[config.mk]
export PLATFORM = sky130hd
export DESIGN_NAME = cache_line_fill
export DESIGN_NICKNAME = d
export VERILOG_FILES = /design/src/rtl/cache_line_fill.sv
export SDC_FILE = /design/constraint.sdc
export NUM_CORES = 1
export LEC_CHECK = 0
export CAP_MARGIN = 0
export CORE_AREA = 2 2 65 67
export DETAILED_ROUTE_END_ITERATION = 16
export DIE_AREA = 0 0 67 69
export PLACE_DENSITY = 0.77
export SETUP_SLACK_MARGIN = 0.4
export SLEW_MARGIN = 20
export SYNTH_ARGS = -nofsm -noshare
export SYNTH_HDL_FRONTEND = slang
export SYNTH_SLANG_ARGS = --single-unit
[constraint.sdc]
create_clock -name clk -period 2.1 [get_ports clk]
set_input_delay 0.315 -clock clk [delete_from_list [all_inputs] [get_ports clk]]
set_output_delay 0.315 -clock clk [all_outputs]
set_load 0.005 [all_outputs]
[src/rtl/cache_line_fill.sv]
// Cache line fill controller: issues WORDS requests, collects in-order responses, then writes the tag.
// Latency: first request the cycle after the miss is accepted; tag write one cycle after the last data write.
// Backpressure: mem_addr holds while mem_req && !mem_ready; fsm_busy stalls the pipeline. Option: CACHE_CRIT_WORD_FIRST_EN.
module cache_line_fill #(
    parameter int ADDR_W = 16,
    parameter int DATA_W = 16,
    parameter int WORDS  = 8
) (
    input  logic              clk,
    input  logic              rst_n,
    input  logic              miss_detected,
    input  logic [ADDR_W-1:0] miss_address,
    input  logic              mem_ready,
    input  logic              mem_data_valid,
    input  logic [DATA_W-1:0] mem_data,
    output logic              fsm_busy,
    output logic              mem_req,
    output logic [ADDR_W-1:0] mem_addr,
    output logic              write_data_array,
    output logic [$clog2(WORDS)-1:0] data_word_sel,
    output logic [DATA_W-1:0] data_out,
    output logic              write_tag_array,
    output logic              crit_word_valid
);
    localparam int OFF_W  = $clog2(WORDS);
    localparam int BASE_W = ADDR_W - OFF_W - 1;
    localparam logic [OFF_W:0] CNT_ONE = {{OFF_W{1'b0}}, 1'b1};

    typedef enum logic [1:0] {IDLE, FILL, TAG} state_t;

    state_t             state, state_nxt;
    logic [BASE_W-1:0]  base;
    logic [OFF_W-1:0]   miss_off;
    logic [OFF_W-1:0]   start;
    logic [OFF_W:0]     req_cnt, rsp_cnt;
    logic [OFF_W-1:0]   req_off, rsp_off;
    logic               miss_acc, req_fire, rsp_acc;
    logic               addr_lsb_unused;

    // Byte bit of a word address carries no information.
    assign addr_lsb_unused = miss_address[0];

`ifdef CACHE_CRIT_WORD_FIRST_EN
    assign start = miss_off;
`else
    assign start = '0;
`endif

    assign req_off  = start + req_cnt[OFF_W-1:0];
    assign rsp_off  = start + rsp_cnt[OFF_W-1:0];
    assign data_out = mem_data;

    always_ff @(posedge clk or negedge rst_n) begin
        if (!rst_n) begin
            state <= IDLE;
        end else begin
            state <= state_nxt;
        end
    end

    always_ff @(posedge clk or negedge rst_n) begin
        if (!rst_n) begin
            base     <= '0;
            miss_off <= '0;
            req_cnt  <= '0;
            rsp_cnt  <= '0;
        end else if (miss_acc) begin
            base     <= miss_address[ADDR_W-1:OFF_W+1];
            miss_off <= miss_address[OFF_W:1];
            req_cnt  <= '0;
            rsp_cnt  <= '0;
        end else begin
            if (req_fire) begin
                req_cnt <= req_cnt + CNT_ONE;
            end
            if (rsp_acc) begin
                rsp_cnt <= rsp_cnt + CNT_ONE;
            end
        end
    end

    always_comb begin
        state_nxt        = state;
        fsm_busy         = 1'b0;
        mem_req          = 1'b0;
        mem_addr         = '0;
        write_data_array = 1'b0;
        data_word_sel    = '0;
        crit_word_valid  = 1'b0;
        write_tag_array  = 1'b0;
        miss_acc         = 1'b0;
        req_fire         = 1'b0;
        rsp_acc          = 1'b0;
        case (state)
            IDLE: begin
                fsm_busy = miss_detected;
                miss_acc = miss_detected;
                if (miss_detected) begin
                    state_nxt = FILL;
                end
            end
            FILL: begin
                fsm_busy = 1'b1;
                // Counters saturate at WORDS, so the MSB alone marks "all issued".
                mem_req  = !req_cnt[OFF_W];
                mem_addr = {base, req_off, 1'b0};
                req_fire = mem_req && mem_ready;
                // A response is only valid against a request already accepted.
                rsp_acc  = mem_data_valid && (rsp_cnt < req_cnt);
                if (rsp_acc) begin
                    write_data_array = 1'b1;
                    data_word_sel    = rsp_off;
                    crit_word_valid  = (rsp_off == miss_off);
                    if (&rsp_cnt[OFF_W-1:0]) begin
                        state_nxt = TAG;
                    end
                end
            end
            TAG: begin
                fsm_busy        = 1'b1;
                write_tag_array = 1'b1;
                state_nxt       = IDLE;
            end
            default: begin
                state_nxt = IDLE;
            end
        endcase
    end
endmodule
==> impl_results.rst, run 1 <==
.. list-table::
   :header-rows: 1

   * - Metric
     - Value
   * - Clock buffer count from CTS
     - 3
   * - Launch point of the worst path
     - rsp_cnt[3]$_DFFE_PN0P_
   * - Synthesized area
     - approximately 1500 sq um
   * - Count of TritonRoute iterations in the first routing pass
     - 4
   * - Number of fill cells
     - 350
   * - Top cell type by total area after synthesis
     - sky130_fd_sc_hd__dfrtp_1
   * - Status
     - completed
   * - Ports placed on the boundary
     - 77
   * - H-tree level count
     - 1
   * - Iteration-0 DRC count of the detailed router
     - 61
   * - Seq/Total Area, Yosys
     - around two fifths
   * - Highest fanout seen on the critical path
     - 2
   * - Avg Vias per Cell
     - 4.87
   * - Mapped Cells
     - 177
   * - Initial cell density of the core
     - between 30% and 40%
   * - Final Cycle Share
     - about 100%
   * - Achievable Freq
     - around 480 MHz
   * - Worst skew pair latency
     - about 0.26 ns
   * - Core region area
     - a little under 4000 sq um
   * - Required time of the critical path
     - 1.78 ns
   * - Fin Clk Skew
     - about 0.0026 ns
   * - Placer's final routability congestion estimate
     - around 0.86
   * - Share of layout cells above drive strength 1
     - 42.3%
   * - Post-detailed-route count of antenna-violating nets
     - 0
   * - Global-route wire length before repair
     - around 6.2 mm
   * - Kind of path behind the tightest hold check
     - input pin to async pin
   * - Number of buffer cells added on primary ports
     - 42
   * - Die ar.
     - between 4000 and 5000 sq um
   * - Antenna violations before repair
     - 0
   * - Detailed-placement wirelength estimate
     - between 2 and 2.5 mm
   * - Routed wire length per instance
     - ~14 um
   * - Number of buffer and inverter stages on the critical path
     - 2
   * - Overflow left after global routing
     - 0
   * - Setup TNS
     - 0 ns
   * - Num Clock Sinks
     - 25
   * - Yosys cell types
     - 30
   * - Highest-count cells in the layout ignoring fill and taps
     - sky130_fd_sc_hd__nand2_1 (49), sky130_fd_sc_hd__dfrtp_1 (25), sky130_fd_sc_hd__buf_4 (23)
   * - Clock tree buffer depth
     - 2
   * - Number of synthesized register bits
     - 25
   * - Multi-input combinational cell area
     - between 900 and 1000 sq um
   * - Max-capacitance violation count
     - 0
   * - Maximum resistive drop on vdd
     - between 0.5 and 0.6 mV
   * - Drt total wl
     - 3.99 mm
   * - Floorplan die height
     - about 70 um
   * - Final hold vios
     - 0
   * - Worst reg2reg path startpoint
     - rsp_cnt[1]$_DFFE_PN0P_
   * - Core Rows
     - 23
   * - WHS
     - between 0.4 and 0.5 ns
   * - Nets@finish
     - about 290
   * - Max Transition Viols Final
     - 0
   * - FF-to-FF setup slack
     - between 0.2 and 0.25 ns
   * - Setup CP Type
     - flop to output pin
   * - DRC violations left
     - 0
   * - Standard cell with the maximum stage delay on the critical path
     - sky130_fd_sc_hd__dfrtp_1
   * - Synth-to-Final Area Change
     - 54.3%
   * - Register cell area after layout
     - about 630 sq um
   * - Worst reg2reg endpoint
     - state[0]$_DFFE_PN0P_
   * - Number of setup violations in the final report
     - 0
   * - Post-synth top area share
     - approximately two fifths
   * - Kind of end point of the critical path
     - output pin
   * - Final critical path time including I/O delays and setup
     - approximately 2.1 ns
   * - Slowest cell delay on critical path
     - 0.42 ns
   * - Leak pwr
     - approximately 1.2 nW
   * - FF-to-FF path depth
     - 8
   * - Critical path launch point type
     - flop
   * - Setup repair after global routing missed its margin
     - true
   * - WP data arrival
     - ~1.8 ns
   * - GRT Overall Usage
     - 16.9%
   * - Antenna diode count
     - 0
   * - Areal power density over the cells
     - about 1300 nW/um^2
   * - Syn_nets
     - approximately 230
   * - Vias in the first global route
     - 1370
   * - Crit path max-delay family
     - flip-flops
   * - Crit-path cells
     - ha_4, o211ai_4, o211a_1, buf_6, and3_1, buf_2
   * - Reg clk slew, reported paths
     - 0.08 ns
   * - Mean Syn Cell Area
     - slightly below 9 sq um
   * - Via count
     - ~1400
   * - Horizontal die dimension
     - roughly 67 um
   * - Commonest non-fill, non-tap cell in the layout
     - sky130_fd_sc_hd__nand2_1
   * - Maximum number of pins on one net before global-route repair
     - 26
   * - Clock tree from TritonCTS
     - built
   * - Clock root cell
     - sky130_fd_sc_hd__clkbuf_8
   * - Biggest area contributors in the synthesized netlist
     - sky130_fd_sc_hd__dfrtp_1 (41%), sky130_fd_sc_hd__nand2_1 (12%), sky130_fd_sc_hd__ha_1 (9.0%)
   * - CTS Hold Bufs
     - 0
   * - Synthesis warning total
     - 0
==> timing repair <==
action | in CTS | in global routing
setup endpoints to repair | 26 | 27
pin swaps | 11 | 11
buffers inserted | 19 | 5
endpoints found under the hold margin | 0 | 0
resized for setup | 105 | 44
==> per-stage QoR <==
step                      cells  area [sq um]  utilization, %  total power, W  worst slack, ns
after CTS                   284          2210            56.6         0.00270           0.0390
after global routing        289          2370            60.5         0.00330          -0.0647
after detailed placement    261          1980            50.7         0.00211          -0.0501
after global placement      261          1980            50.7         0.00208          -0.0267
after floorplan             177          1540               -         0.00148            0.432
final                       289          2370            60.5         0.00306          0.00977
==> state kept, by name, summed over array words and instances, names as in the netlist <==
register  count
base         12
req_cnt       4
rsp_cnt       4
miss_off      3
state         2
==> layer usage <==
metal	GRT usage, %	vias up	routed length, um
li1	-	673	-
met1	23.1	660	1720
met2	26.6	54	1920
met3	2.61	19	227
met4	6.35	0	122
met5	0	-	0
==> where the power goes <==
group	leakage (nW)	total [W]	switching, W	internal [W]
registers	0.320	0.000777	0.000112	0.000665
clock network	0.0228	0.000280	0.000145	0.000135
logic	0.828	0.00200	0.000878	0.00113
total	1.17	0.00306	0.00114	0.00193
==> how the worst max path moves through the flow <==
| stage | endpoint | slack, ns | depth (start not counted) |
|---|---|---|---|
| global route | data_word_sel[1] | -0.06 | 7 |
| CTS | crit_word_valid | 0.04 | 8 |
| floorplan | crit_word_valid | 0.43 | 6 |
| global placement | data_word_sel[0] | -0.03 | 5 |
| finish | data_word_sel[1] | 0.01 | 6 |
| detailed placement | data_word_sel[0] | -0.05 | 5 |
==> cells by family after synthesis <==
family / count (synthesis) / synth area share [%]
xor+xnor: 5 / 2.85
simple gates: 90 / 27.6
buf+inv: 29 / 11.2
compound gates: 15 / 7.58
mux: 1 / 0.733
flops: 25 / 40.7
fa+ha+maj: 11 / 8.96
other cells: 1 / 0.244
==> worst reg2reg max path: stages, from the launching register on <==
cell,delay (ns)
sky130_fd_sc_hd__dfrtp_1,0.42
sky130_fd_sc_hd__ha_4,0.26
sky130_fd_sc_hd__o211ai_4,0.16
sky130_fd_sc_hd__buf_4,0.15
sky130_fd_sc_hd__o211ai_4,0.08
sky130_fd_sc_hd__buf_6,0.13
sky130_fd_sc_hd__buf_8,0.13
sky130_fd_sc_hd__o21ai_2,0.14
sky130_fd_sc_hd__mux2_4,0.31
==> Yosys cell counts <==
master	n
sky130_fd_sc_hd__a21oi_1	4
sky130_fd_sc_hd__and3_2	1
sky130_fd_sc_hd__nand2b_1	2
sky130_fd_sc_hd__or3_1	1
sky130_fd_sc_hd__nand2_1	51
sky130_fd_sc_hd__nor2_1	9
sky130_fd_sc_hd__xor2_1	1
sky130_fd_sc_hd__clkinv_1	1
sky130_fd_sc_hd__o21ai_1	1
sky130_fd_sc_hd__dfrtp_1	25
sky130_fd_sc_hd__o311ai_1	1
sky130_fd_sc_hd__o211a_1	1
sky130_fd_sc_hd__xnor2_1	4
sky130_fd_sc_hd__buf_4	17
sky130_fd_sc_hd__o211ai_2	1
sky130_fd_sc_hd__o211ai_4	1
sky130_fd_sc_hd__and2b_1	2
sky130_fd_sc_hd__mux2_2	1
sky130_fd_sc_hd__o41ai_1	1
sky130_fd_sc_hd__clkbuf_1	6
sky130_fd_sc_hd__and2_1	14
sky130_fd_sc_hd__nor3b_4	1
sky130_fd_sc_hd__nand3_1	6
sky130_fd_sc_hd__ha_1	11
sky130_fd_sc_hd__and4_1	1
sky130_fd_sc_hd__conb_1	1
sky130_fd_sc_hd__o21a_1	2
sky130_fd_sc_hd__inv_1	5
sky130_fd_sc_hd__and3_1	2
sky130_fd_sc_hd__o21ai_0	3
==> cell type report <==
| class | count | area share (%) |
|---|---|---|
| Multi-Input combinational cell | 123 | 38.4 |
| Clock buffer | 4 | 1.90 |
| Timing Repair Buffer | 81 | 29.5 |
| Inverter | 6 | 1.16 |
| Sequential cell | 25 | 26.4 |
| Tap cell | 50 | 2.64 |
Note: power is estimated with default switching activity, not from simulation.
==> inputs of run 2 (changes only) <==
CORE_AREA = 2 2 56 58   (was 2 2 65 67)
DIE_AREA = 0 0 58 60   (was 0 0 67 69)
DONT_BUFFER_PORTS = 1   (was not set)
PLACE_DENSITY = 0.79   (was 0.77)
==> run 2 against run 1 <==
  * Fmax grew 5.4%
  * Critical path depth did not move
  * Via count is 12% lower
  * Clock-buffer cell count is 1 lower
  * Critical path type unchanged
==> impl_results.rst, run 2 (same netlist as run 1, synthesis figures left out) <==
.. list-table::
   :header-rows: 1

   * - Metric
     - Value
   * - Setup repair after global routing missed its margin
     - true
   * - Floorplan die height
     - approximately 60 um
   * - Standard cell with the maximum stage delay on the critical path
     - sky130_fd_sc_hd__dfrtp_1
   * - Setup TNS
     - 0 ns
   * - Maximum number of pins on one net before global-route repair
     - 26
   * - Final Cycle Share
     - a little over nine tenths
   * - Reg clk slew, reported paths
     - around 0.14 ns
   * - Antenna diode count
     - 0
   * - Core region area
     - between 2000 and 3000 sq um
   * - Die ar.
     - about 3500 sq um
   * - Global-route wire length before repair
     - around 5.4 mm
   * - Routed wire length per instance
     - roughly 16 um
   * - Iteration-0 DRC count of the detailed router
     - 32
   * - Maximum resistive drop on vdd
     - about 0.9 mV
   * - Placer's final routability congestion estimate
     - between 0.7 and 0.8
   * - Flip-flop count of the largest register, all copies and words added
     - 12
   * - Final hold vios
     - 0
   * - Kind of end point of the critical path
     - output pin
   * - Crit path max-delay family
     - flip-flops
   * - Highest-count cells in the layout ignoring fill and taps
     - sky130_fd_sc_hd__nand2_1 (51), sky130_fd_sc_hd__dfrtp_1 (23), sky130_fd_sc_hd__buf_4 (21)
   * - Clock tree buffer depth
     - 2
   * - Crit-path cells
     - inv_2, ha_4, o211ai_4, o211ai_4, nor2_2, and4_4
   * - Fin Clk Skew
     - 0.00745 ns
   * - Horizontal die dimension
     - around 58 um
   * - Kind of path behind the tightest hold check
     - input pin to flop
   * - Areal power density over the cells
     - 1370 nW/um^2
   * - Leak pwr
     - ~0.92 nW
   * - GRT Overall Usage
     - between 20% and 30%
   * - Num Clock Sinks
     - 25
   * - Required time of the critical path
     - 1.78 ns
   * - Standard cell area after detailed placement
     - 1470 sq um
   * - Post-Layout Inst Area
     - between 1500 and 2000 sq um
   * - Worst skew pair latency
     - about 0.31 ns
   * - WP data arrival
     - 1.67 ns
   * - Antenna violations before repair
     - 0
   * - Final critical path time including I/O delays and setup
     - between 1.5 and 2 ns
   * - Clock buffer count from CTS
     - 3
   * - Ports placed on the boundary
     - 77
   * - Clock tree from TritonCTS
     - built
   * - Overflow left after global routing
     - 0
   * - Most numerous cell on the critical path
     - sky130_fd_sc_hd__o211ai_4
   * - Drt total wl
     - roughly 3.6 mm
   * - Slowest cell delay on critical path
     - around 0.42 ns
   * - Initial cell density of the core
     - between 50% and 60%
   * - Post-detailed-route count of antenna-violating nets
     - 0
   * - Via count
     - around 1200
   * - Share of layout cells above drive strength 1
     - between 30% and 40%
   * - H-tree level count
     - 1
   * - Max Transition Viols Final
     - 0
   * - Detailed-placement wirelength estimate
     - roughly 2.2 mm
   * - Highest fanout seen on the critical path
     - 2
   * - Largest reg by FF count
     - base
   * - Setup CP Type
     - flop to output pin
   * - Max-capacitance violation count
     - 0
   * - Count of TritonRoute iterations in the first routing pass
     - 4
   * - Clock root cell
     - sky130_fd_sc_hd__clkbuf_4
   * - Registers with the most flip-flops
     - base: 12 flops, req_cnt: 4 flops, rsp_cnt: 4 flops
   * - Core Rows
     - 20
   * - Status
     - completed
   * - Nets@finish
     - approximately 240
   * - Number of setup violations in the final report
     - 0
   * - Avg Vias per Cell
     - between 5 and 6
   * - Achievable Freq
     - ~500 MHz
   * - Synth-to-Final Area Change
     - 22.2%
   * - Vias in the first global route
     - 1191
   * - Commonest non-fill, non-tap cell in the layout
     - sky130_fd_sc_hd__nand2_1
   * - Number of buffer cells added on primary ports
     - 0
   * - Number of buffer and inverter stages on the critical path
     - 1
   * - DRC violations left
     - 0
   * - Critical path launch point type
     - flop
## run 2: layout make-up
class,count,area [sq um]
Clock buffer,3,22.5
Inverter,6,27.5
Fill cell,224,1030
Sequential cell,25,628
Clock inverter,1,5.00
Timing Repair Buffer,31,295
Tap cell,33,41.3
Multi-Input combinational cell,123,856
## run 2: what timing repair did
item,4_1_cts,5_1_grt
hold buffers,2,0
gates cloned,1,1
hold endpoints to repair,25,0
endpoints found under the setup margin,25,28
setup buffers,13,9
pin swaps,11,7
gates resized for setup,21,22
## run 2: final timing paths
path | from | end | slack (ns) | depth (start not counted)
worst max-delay path | req_cnt[1]$_DFFE_PN0P_ | crit_word_valid | 0.12 | 6
worst min-delay path | miss_address[4] | base[0]$_DFFE_PN0P_ | 0.09 | 2
worst max register to register | req_cnt[1]$_DFFE_PN0P_ | rsp_cnt[0]$_DFFE_PN0P_ | 0.16 | 9
worst min register to register | base[0]$_DFFE_PN0P_ | base[0]$_DFFE_PN0P_ | 0.49 | 2
max in group asynchronous | rst_n | rsp_cnt[2]$_DFFE_PN0P_ | 1.54 | 2
min in group asynchronous | rst_n | miss_off[1]$_DFFE_PN0P_ | 0.40 | 2
## run 2: layer usage
metal / vias to the layer above / part of all wire [%] / wire length, um / GRT usage [%]
met5: - / 0 / 0 / 0
met4: 0 / 0.73 / 26 / 5.32
met3: 4 / 6.7 / 240 / 6.06
met2: 53 / 51 / 1830 / 36.0
met1: 602 / 41 / 1470 / 24.6
li1: 575 / - / - / -
## run 2: per-stage QoR
stage / power [W] / setup WS, ns / util (%) / hold slack, ns / std cells
floorplan: 0.00148 / 0.432 / - / 0.0194 / 177
global placement: 0.00162 / 0.344 / 50.5 / 0.0201 / 192
detailed placement: 0.00168 / 0.305 / 50.5 / 0.0201 / 192
CTS: 0.00225 / 0.0928 / 58.8 / 0.0934 / 212
global route: 0.00274 / 0.0301 / 64.6 / 0.0788 / 222
finish: 0.00257 / 0.117 / 64.6 / 0.0891 / 222
## run 2: power breakdown
part,total [W],internal (W),switching (W)
registers,0.000796,0.000665,0.000132
logic,0.00155,0.000827,0.000727
clock network,0.000216,0.0000712,0.000145
==> inputs of run 3 (changes only) <==
CORE_AREA = 2 2 52 63   (was 2 2 56 58)
DIE_AREA = 0 0 54 65   (was 0 0 58 60)
MAX_ROUTING_LAYER = met4   (was not set)
PLACE_DENSITY = 0.78   (was 0.79)
==> run 3 against run 2 <==
  * Via count increased by 2.2%
  * Total power increased by 0.41%
  * Non-clock buffer count increased by 1
  * Setup slack got worse by 0.037 ns
  * Global-route usage increased by 1.8 points
  * Fmax decreased by 1.8%
  * Sequential share of layout area decreased by 0.55 points
  * Register-to-register slack got worse by 0.08 ns
  * Largest power group unchanged
==> impl_results.rst, run 3 (same netlist as run 1, synthesis figures left out) <==
.. list-table::
   :header-rows: 1

   * - Metric
     - Value
   * - Critical path launch point type
     - flop
   * - Synth-to-Final Area Change
     - 24.2%
   * - Vias in the first global route
     - 1230
   * - Clock root cell
     - sky130_fd_sc_hd__clkbuf_4
   * - Nets@finish
     - 239
   * - Kind of end point of the critical path
     - flop
   * - Highest-count cells in the layout ignoring fill and taps
     - sky130_fd_sc_hd__nand2_1 (51), sky130_fd_sc_hd__dfrtp_1 (23), sky130_fd_sc_hd__buf_4 (23)
   * - Crit-path cells
     - inv_2, ha_4, o211ai_4, o211ai_4, buf_4, buf_6, buf_6, or3_4, a21oi_2
   * - Initial cell density of the core
     - about 52%
   * - Power share of the combinational group
     - about three fifths
   * - Final Cycle Share
     - between 90% and 100%
   * - Floorplan die height
     - roughly 65 um
   * - Number of fill cells
     - approximately 240
   * - Setup TNS
     - 0 ns
   * - Max-capacitance violation count
     - 0
   * - Die ar.
     - between 3000 and 4000 sq um
   * - Slowest cell delay on critical path
     - about 0.42 ns
   * - Post-detailed-route count of antenna-violating nets
     - 0
   * - H-tree level count
     - 1
   * - Areal power density over the cells
     - approximately 1400 nW/um^2
   * - Registers with the most flip-flops
     - base: 12 flops, req_cnt: 4 flops, rsp_cnt: 4 flops
   * - Required time of the critical path
     - approximately 2.4 ns
   * - Number of buffer and inverter stages on the critical path
     - 4
   * - Final hold vios
     - 0
   * - Drt total wl
     - 4.16 mm
   * - Number of buffer cells added on primary ports
     - 0
   * - Fraction of power consumed by sequential logic
     - 31.2%
   * - Worst reg2reg endpoint
     - rsp_cnt[0]$_DFFE_PN0P_
   * - Overflow left after global routing
     - 0
   * - Standard cell with the maximum stage delay on the critical path
     - sky130_fd_sc_hd__dfrtp_1
   * - Detailed-placement wirelength estimate
     - roughly 2.3 mm
   * - Highest fanout seen on the critical path
     - 8
   * - Setup CP Type
     - flop to flop
   * - Global-route wire length before repair
     - roughly 5.5 mm
   * - Worst Hold End
     - base[5]$_DFFE_PN0P_
   * - Post-layout power
     - 0.00258 W
   * - Worst skew pair latency
     - ~0.32 ns
   * - Setup repair after global routing missed its margin
     - true
   * - Share of layout cells above drive strength 1
     - 35.3%
   * - Hold Path Depth
     - 2
   * - Num Clock Sinks
     - 25
   * - WP data arrival
     - roughly 2.3 ns
   * - Antenna violations before repair
     - 0
   * - FF-to-FF path depth
     - 9
   * - Core Rows
     - 22
   * - Iteration-0 DRC count of the detailed router
     - 17
   * - Worst reg2reg path startpoint
     - req_cnt[1]$_DFFE_PN0P_
   * - Leak pwr
     - ~0.92 nW
   * - GRT Overall Usage
     - between 20 and 25%
   * - Via count
     - around 1300
   * - Count of TritonRoute iterations in the first routing pass
     - 4
   * - Start point of the worst min-delay path
     - miss_address[9]
   * - Internal
     - around 0.0015 W
   * - Avg Vias per Cell
     - 5.58
   * - Clock tree from TritonCTS
     - built
   * - Fin Clk Skew
     - roughly 0.011 ns
   * - Routed wire length per instance
     - between 15 and 20 um
   * - Maximum resistive drop on vdd
     - around 0.64 mV
   * - Fraction of power spent switching nets
     - between 40 and 50%
   * - Clock tree buffer depth
     - 2
   * - Placer's final routability congestion estimate
     - slightly above 0.7
   * - Reg clk slew, reported paths
     - about 0.15 ns
   * - FF-to-FF setup slack
     - about 0.079 ns
   * - Clk pwr share
     - ~8.6%
   * - Maximum number of pins on one net before global-route repair
     - 26
   * - Kind of path behind the tightest hold check
     - input pin to flop
   * - Crit path max-delay family
     - buffers and inverters
   * - Status
     - completed
   * - Horizontal die dimension
     - ~54 um
   * - Achievable Freq
     - about 500 MHz
   * - Commonest non-fill, non-tap cell in the layout
     - sky130_fd_sc_hd__nand2_1
   * - DRC violations left
     - 0
   * - Flip-flop count of the largest register, all copies and words added
     - 12
   * - Antenna diode count
     - 0
   * - Number of setup violations in the final report
     - 0
   * - Ports placed on the boundary
     - 77
   * - Final critical path time including I/O delays and setup
     - 2.02 ns
   * - Switching Power
     - approximately 0.0011 W
   * - Core region area
     - roughly 3000 sq um
   * - Largest reg by FF count
     - base
   * - Clock buffer count from CTS
     - 3
   * - Max Transition Viols Final
     - 0
run 3: how the worst max path moves through the flow:
stage / start / end / slack, ns / cells after the start
detailed placement: req_cnt[1]$_DFFE_PN0P_ / crit_word_valid / 0.31 / 6
finish: req_cnt[1]$_DFFE_PN0P_ / rsp_cnt[0]$_DFFE_PN0P_ / 0.08 / 9
CTS: rsp_cnt[1]$_DFFE_PN0P_ / crit_word_valid / 0.10 / 5
floorplan: req_cnt[1]$_DFFE_PN0P_ / crit_word_valid / 0.43 / 6
global placement: req_cnt[1]$_DFFE_PN0P_ / state[0]$_DFFE_PN0P_ / 0.37 / 6
global route: req_cnt[1]$_DFFE_PN0P_ / rsp_cnt[0]$_DFFE_PN0P_ / 0.04 / 9
run 3: final cells by class:
cell class              instances  area (sq um)  share of cell area, %
repair buffers                 32           282                   14.8
clock inverters                 1          7.51                  0.394
inverters                       6          27.5                   1.44
clock buffers                   3          22.5                   1.18
flip-flops and latches         25           628                   32.9
well taps                      36          45.0                   2.36
multi-input cells             123           895                   46.9
run 3: power groups by stage:
stage | Combinational [W] | Clock (W) | Sequential [W]
floorplan | 0.000710 | 0 | 0.000770
finish | 0.00155 | 0.000223 | 0.000804
global placement | 0.000840 | 0 | 0.000798
detailed placement | 0.000890 | 0 | 0.000818
CTS | 0.00123 | 0.000225 | 0.000796
global route | 0.00166 | 0.000251 | 0.000826
run 3: layer usage:
layer  share of wire (%)  GRT usage (%)
met5                   0              -
met4                 3.0           7.81
met3                 3.0           2.07
met2                  54           39.8
met1                  40           25.1
run 3: timing repair:
action | CTS | global route
setup buffers | 11 | 12
hold buffers | 2 | 0
setup endpoints to repair | 25 | 26
pin swaps | 10 | 11
cloned | 0 | 1
endpoints found under the hold margin | 25 | 0
resized for setup | 23 | 23
run 3: stage by stage:
step,hold slack [ns],cell area (sq um),utilization (%),cells,setup WS (ns)
after detailed placement,0.0198,1480,49.7,196,0.308
after global placement,0.0199,1480,49.7,196,0.368
after CTS,0.0779,1730,58.0,213,0.104
after floorplan,0.0194,1540,-,177,0.432
after global routing,0.0615,1910,64.1,226,0.0408
final,0.0790,1910,64.1,226,0.0795
